## src/rtl/flashrom_boot_sequencer.sv

```systemverilog
// rtl/flashrom_boot_sequencer.sv - boot-time FlashROM to instruction-memory copy engine
// Optional running checksum enabled by defining FLASHROM_BOOT_CHECKSUM_EN.
module flashrom_boot_sequencer #(
    parameter int ADDR_WIDTH  = 10,
    parameter int DATA_WIDTH  = 16,
    parameter int BOOT_LENGTH = 1024
) (
    input  logic                  clk,
    input  logic                  sync_rst,
    input  logic                  BootRequest,
    output logic [ADDR_WIDTH-1:0] RomAddress,
    input  logic [DATA_WIDTH-1:0] RomValue,
    output logic                  MemWriteValid,
    output logic [ADDR_WIDTH-1:0] MemWriteAddress,
    output logic [DATA_WIDTH-1:0] MemWriteData,
    input  logic                  MemWriteReady,
    output logic                  CoreHold,
    output logic                  BootDone,
    output logic [DATA_WIDTH-1:0] BootChecksum
);

    // Pointer carries one extra bit so a full-size image never wraps.
    localparam logic [ADDR_WIDTH:0] LAST_PTR = (ADDR_WIDTH+1)'(BOOT_LENGTH - 1);

    typedef enum logic [1:0] {
        FETCH = 2'd0,
        WRITE = 2'd1,
        DONE  = 2'd2
    } state_t;

    state_t                state;
    logic [ADDR_WIDTH:0]   ptr;
    logic [DATA_WIDTH-1:0] data_q;
    logic                  valid_q;
    logic                  hold_q;
    logic                  done_q;

    always_ff @(posedge clk) begin
        if (sync_rst) begin
            state   <= FETCH;
            ptr     <= '0;
            data_q  <= '0;
            valid_q <= 1'b0;
            hold_q  <= 1'b1;
            done_q  <= 1'b0;
        end else begin
            case (state)
                FETCH: begin
                    data_q  <= RomValue;
                    valid_q <= 1'b1;
                    state   <= WRITE;
                end
                WRITE: begin
                    if (MemWriteReady) begin
                        valid_q <= 1'b0;
                        if (ptr == LAST_PTR) begin
                            state  <= DONE;
                            hold_q <= 1'b0;
                            done_q <= 1'b1;
                        end else begin
                            ptr   <= ptr + 1'b1;
                            state <= FETCH;
                        end
                    end
                end
                DONE: begin
                    if (BootRequest) begin
                        ptr    <= '0;
                        hold_q <= 1'b1;
                        done_q <= 1'b0;
                        state  <= FETCH;
                    end
                end
                default: begin
                    state <= FETCH;
                end
            endcase
        end
    end

    // ROM bus is parked at zero once the image is loaded.
    assign RomAddress      = (state == DONE) ? '0 : ptr[ADDR_WIDTH-1:0];
    assign MemWriteValid   = valid_q;
    assign MemWriteAddress = ptr[ADDR_WIDTH-1:0];
    assign MemWriteData    = data_q;
    assign CoreHold        = hold_q;
    assign BootDone        = done_q;

`ifdef FLASHROM_BOOT_CHECKSUM_EN
    logic [DATA_WIDTH-1:0] csum_q;

    always_ff @(posedge clk) begin
        if (sync_rst) begin
            csum_q <= '0;
        end else if (state == WRITE && MemWriteReady) begin
            csum_q <= csum_q + data_q;
        end else if (state == DONE && BootRequest) begin
            csum_q <= '0;
        end
    end

    assign BootChecksum = csum_q;
`else
    assign BootChecksum = '0;
`endif

endmodule

```

## config.mk

```make
export PLATFORM = sky130hd
export DESIGN_NAME = flashrom_boot_sequencer
export DESIGN_NICKNAME = d
export VERILOG_FILES = /design/src/rtl/flashrom_boot_sequencer.sv
export SDC_FILE = /design/constraint.sdc
export NUM_CORES = 1
export LEC_CHECK = 0
export ABC_AREA = 1
export BUFFER_PORTS_ARGS = -buffer_cell sky130_fd_sc_hd__clkbuf_2
export CAP_MARGIN = 15
export CORE_MARGIN = 2
export CORE_UTILIZATION = 40
export DETAILED_ROUTE_END_ITERATION = 8
export GPL_ROUTABILITY_DRIVEN = 0
export GPL_TIMING_DRIVEN = 0
export PLACE_DENSITY = 0.79
export REMOVE_ABC_BUFFERS = 1
export SETUP_SLACK_MARGIN = 0.3
export SYNTH_ARGS = -nofsm -noshare
export SYNTH_HDL_FRONTEND = slang
export SYNTH_SLANG_ARGS = --single-unit
```

## constraint.sdc

```tcl
create_clock -name clk -period 1.8 [get_ports clk]
set_clock_uncertainty 0.05 [all_clocks]
set_input_delay 0.45 -clock clk [delete_from_list [all_inputs] [get_ports clk]]
set_output_delay 0.45 -clock clk [all_outputs]
set_load 0.01 [all_outputs]
```

==> qor.yml <==
cells_and_area:
  syn2layout_area_growth_pct: 35.0
  drive_above_1_share_pct: 38.8
  layout.cells.non_filler: 374
  diodes: 0
  finish.net_count: 342
  design_area_um2: 2390
  fill_cells: 404
  final_util_pct: 55.4
route:
  dr.pass1.iters: 4
  met2_length_um: 2190
  drt-total-wl_um: 4390
  top_layer: "met4"
  wl_met1_um: 1740
  num_vias: 1775
  post_drt_via_cell_ratio: 4.75
  post_drt_wl_per_cell_um: 11.7
  drt_iter0_drc: 74
  wl_met3_um: 423
  ant_nets: 0
  drc_errors: 0
clock_tree:
  cts_root_buffer: "clkbuf_8"
  cts_tree: "done"
  cts.clk_slew.worst_paths_ps: 70
  cts.htree.levels: 2
  postCtsHoldBufs: 0
  clk_latency_ps: 280
  cts.sinks: 32
  cts_buffer_depth: 2
  cts_inserted_buffers: 5
critical_path:
  cp_slowest_cell: "dfxtp_4"
  r2r_start: "state[1]"
  path_class: "register to primary output"
  path_max_fanout: 5
  r2r_end: "CoreHold"
  crit_arrival_ps: 1190
  worstPathRequired_ps: 1300
  crit_family: "flip-flops"
  crit_chain: "inv_4, nor2_4, clkbuf_16, nor2_4, buf_6"
  setup.worst_path.start_class: "register"
  reg2reg_setup_slack_ps: 220
  reg2reg_depth: 10
  critPathMostFrequentCell: "nor2_4"
  crit_path_end_kind: "primary output"
  path_buf_inv: 3
  cpPeakStageDelay_ps: 370
hold_path:
  whs_endpoint: "MemWriteData[6]"
  hold_class: "primary input to register"
  min-delay-start: "RomValue[6]"
  whs_path_depth: 3
logic_synthesis:
  yosysWarnings: 0
  syn_area_per_cell_um2: 6.77
  seq_area_frac_synth_pct: 36.1
  synth_common_cells: "nor2_1, nand2_1, dfxtp_1, buf_4, inv_1"
  yosysTopAreaCell: "dfxtp_1"
  ys_ff_latch: 32
  synth_edf_count: 0
  synth.top_cell.area_share_pct: 36.1
  ys_async_sr_fraction_pct: 0
  ys.flop_type: "dfxtp_1"
  synthesis.area_um2: 1770
  synth.distinct_cells: 25
  synth.area.top_cells: "dfxtp_1, nor2_1, buf_4"
  synth_cells: 262
  yosysMostFrequentCell: "nor2_1"
flow_run:
  cap_violations: 0
die:
  initial_core_util_pct: 41.0
  die_h_um: 70.6
  core_um2: 4320
  ios: 75
  rows: 24
  die_x_um: 70.6
  dieArea_um2: 4980
grt:
  grt_pass1_vias: 1710
  grt_max_degree: 28
  grt_pass1_wl_um: 7100
  antenna_found_initial: 0
  grt_overflow: 0
  track_usage_pct: 17.3
sta:
  finalHoldViolCount: 0
  setup_viol: 0
  min_period_over_period_pct: 94.0
  drv_slew: 0
  period_minus_slack_ps: 1690
  final.setup.worst_slack_ps: 109
  fin_tns_setup_ps: 0
  rsz0062_at_grt: "yes"
  holdWs_ps: 338
  fmax_mhz: 591
power:
  vdd_drop_max_mv: 0.557
  powerDensity_nw_per_um2: 778
  power_mw: 1.86
  leakage_nw: 1.16
run_status:
  status: "finished, final reports clean"
placed_design:
  post-place-cells: 354
  hpwl_um: 2740
  placedInstanceArea_um2: 1950
  io_buffers: 58
  dp_slack_ps: -270
power breakdown:
part	internal [mW]	switching [mW]	total, mW
Sequential	0.753	0.0367	0.790
Combinational	0.123	0.188	0.311
Clock	0.488	0.274	0.762
layout make-up:
type	count	area (um^2)	area share [%]
repair buffers	69	419	17.5
clock inverters	1	30.0	1.25
flip-flops and latches	32	663	27.7
clock buffers	7	96.3	4.03
multi-input cells	184	983	41.1
inverters	29	136	5.70
well taps	52	65.1	2.72
tightest hold or removal path, cell delays in order:
cell and delay (ps):
clkbuf_2 70, nor2_1 30, nor2_1 80
state kept, by name, summed over array words and instances (netlist names):
name,flops
CoreHold,1
ptr,11
MemWriteValid,1
state,2
BootDone,1
MemWriteData,16
what timing repair did:
action	4_1_cts	5_1_grt
resized for setup	23	41
setup buffers	4	6
pin swaps	6	12
endpoints found under the setup margin	40	38
cloned	1	1
how the worst max path moves through the flow:
stage / start / end / slack, ps / cells after the start
6_report: state[1] / RomAddress[9] / 110 / 5
5_1_grt: state[1] / RomAddress[9] / 70 / 5
4_1_cts: state[0] / MemWriteData[8] / 120 / 4
3_5_place_dp: state[0] / MemWriteData[8] / -270 / 4
3_3_place_gp: state[0] / MemWriteData[7] / -220 / 4
2_1_floorplan: ptr[1] / ptr[7] / 210 / 10
cell usage in the layout, fill, tap and decap left out, types with 2 or more instances in the layout:
cell type	n
nor2_1	56
dfxtp_4	4
nand3_2	6
nand2_1	36
buf_4	8
dfxtp_2	6
a21oi_1	6
nor2_4	7
o21ai_0	18
nand2_2	4
nand3_1	13
nor3_1	4
clkbuf_2	55
nand2_8	4
buf_6	3
inv_1	22
clkinvlp_4	2
conb_1	16
inv_8	2
dfxtp_1	22
clkbuf_8	7
inv_4	2
nor2_2	5
routing by layer:
metal / vias up / GRT usage [%]
met1: 797 / 19.2
met5: - / 0
li1: 894 / -
met4: 0 / 5.24
met3: 4 / 6.55
met2: 80 / 30.7
kinds of logic (layout without fill, tap and decap cells):
family                     Yosys count  count (layout)  synth area share (%)
other                                1              16                 0.212
adders and majority gates            1               1                 0.706
and+or+nand+nor                    138             139                  35.5
DFF                                 32              32                  36.1
AOI/OAI and AO/OA                   28              28                  8.04
buffers and inverters               62             106                  19.4
(Power assumes the default switching activity.)
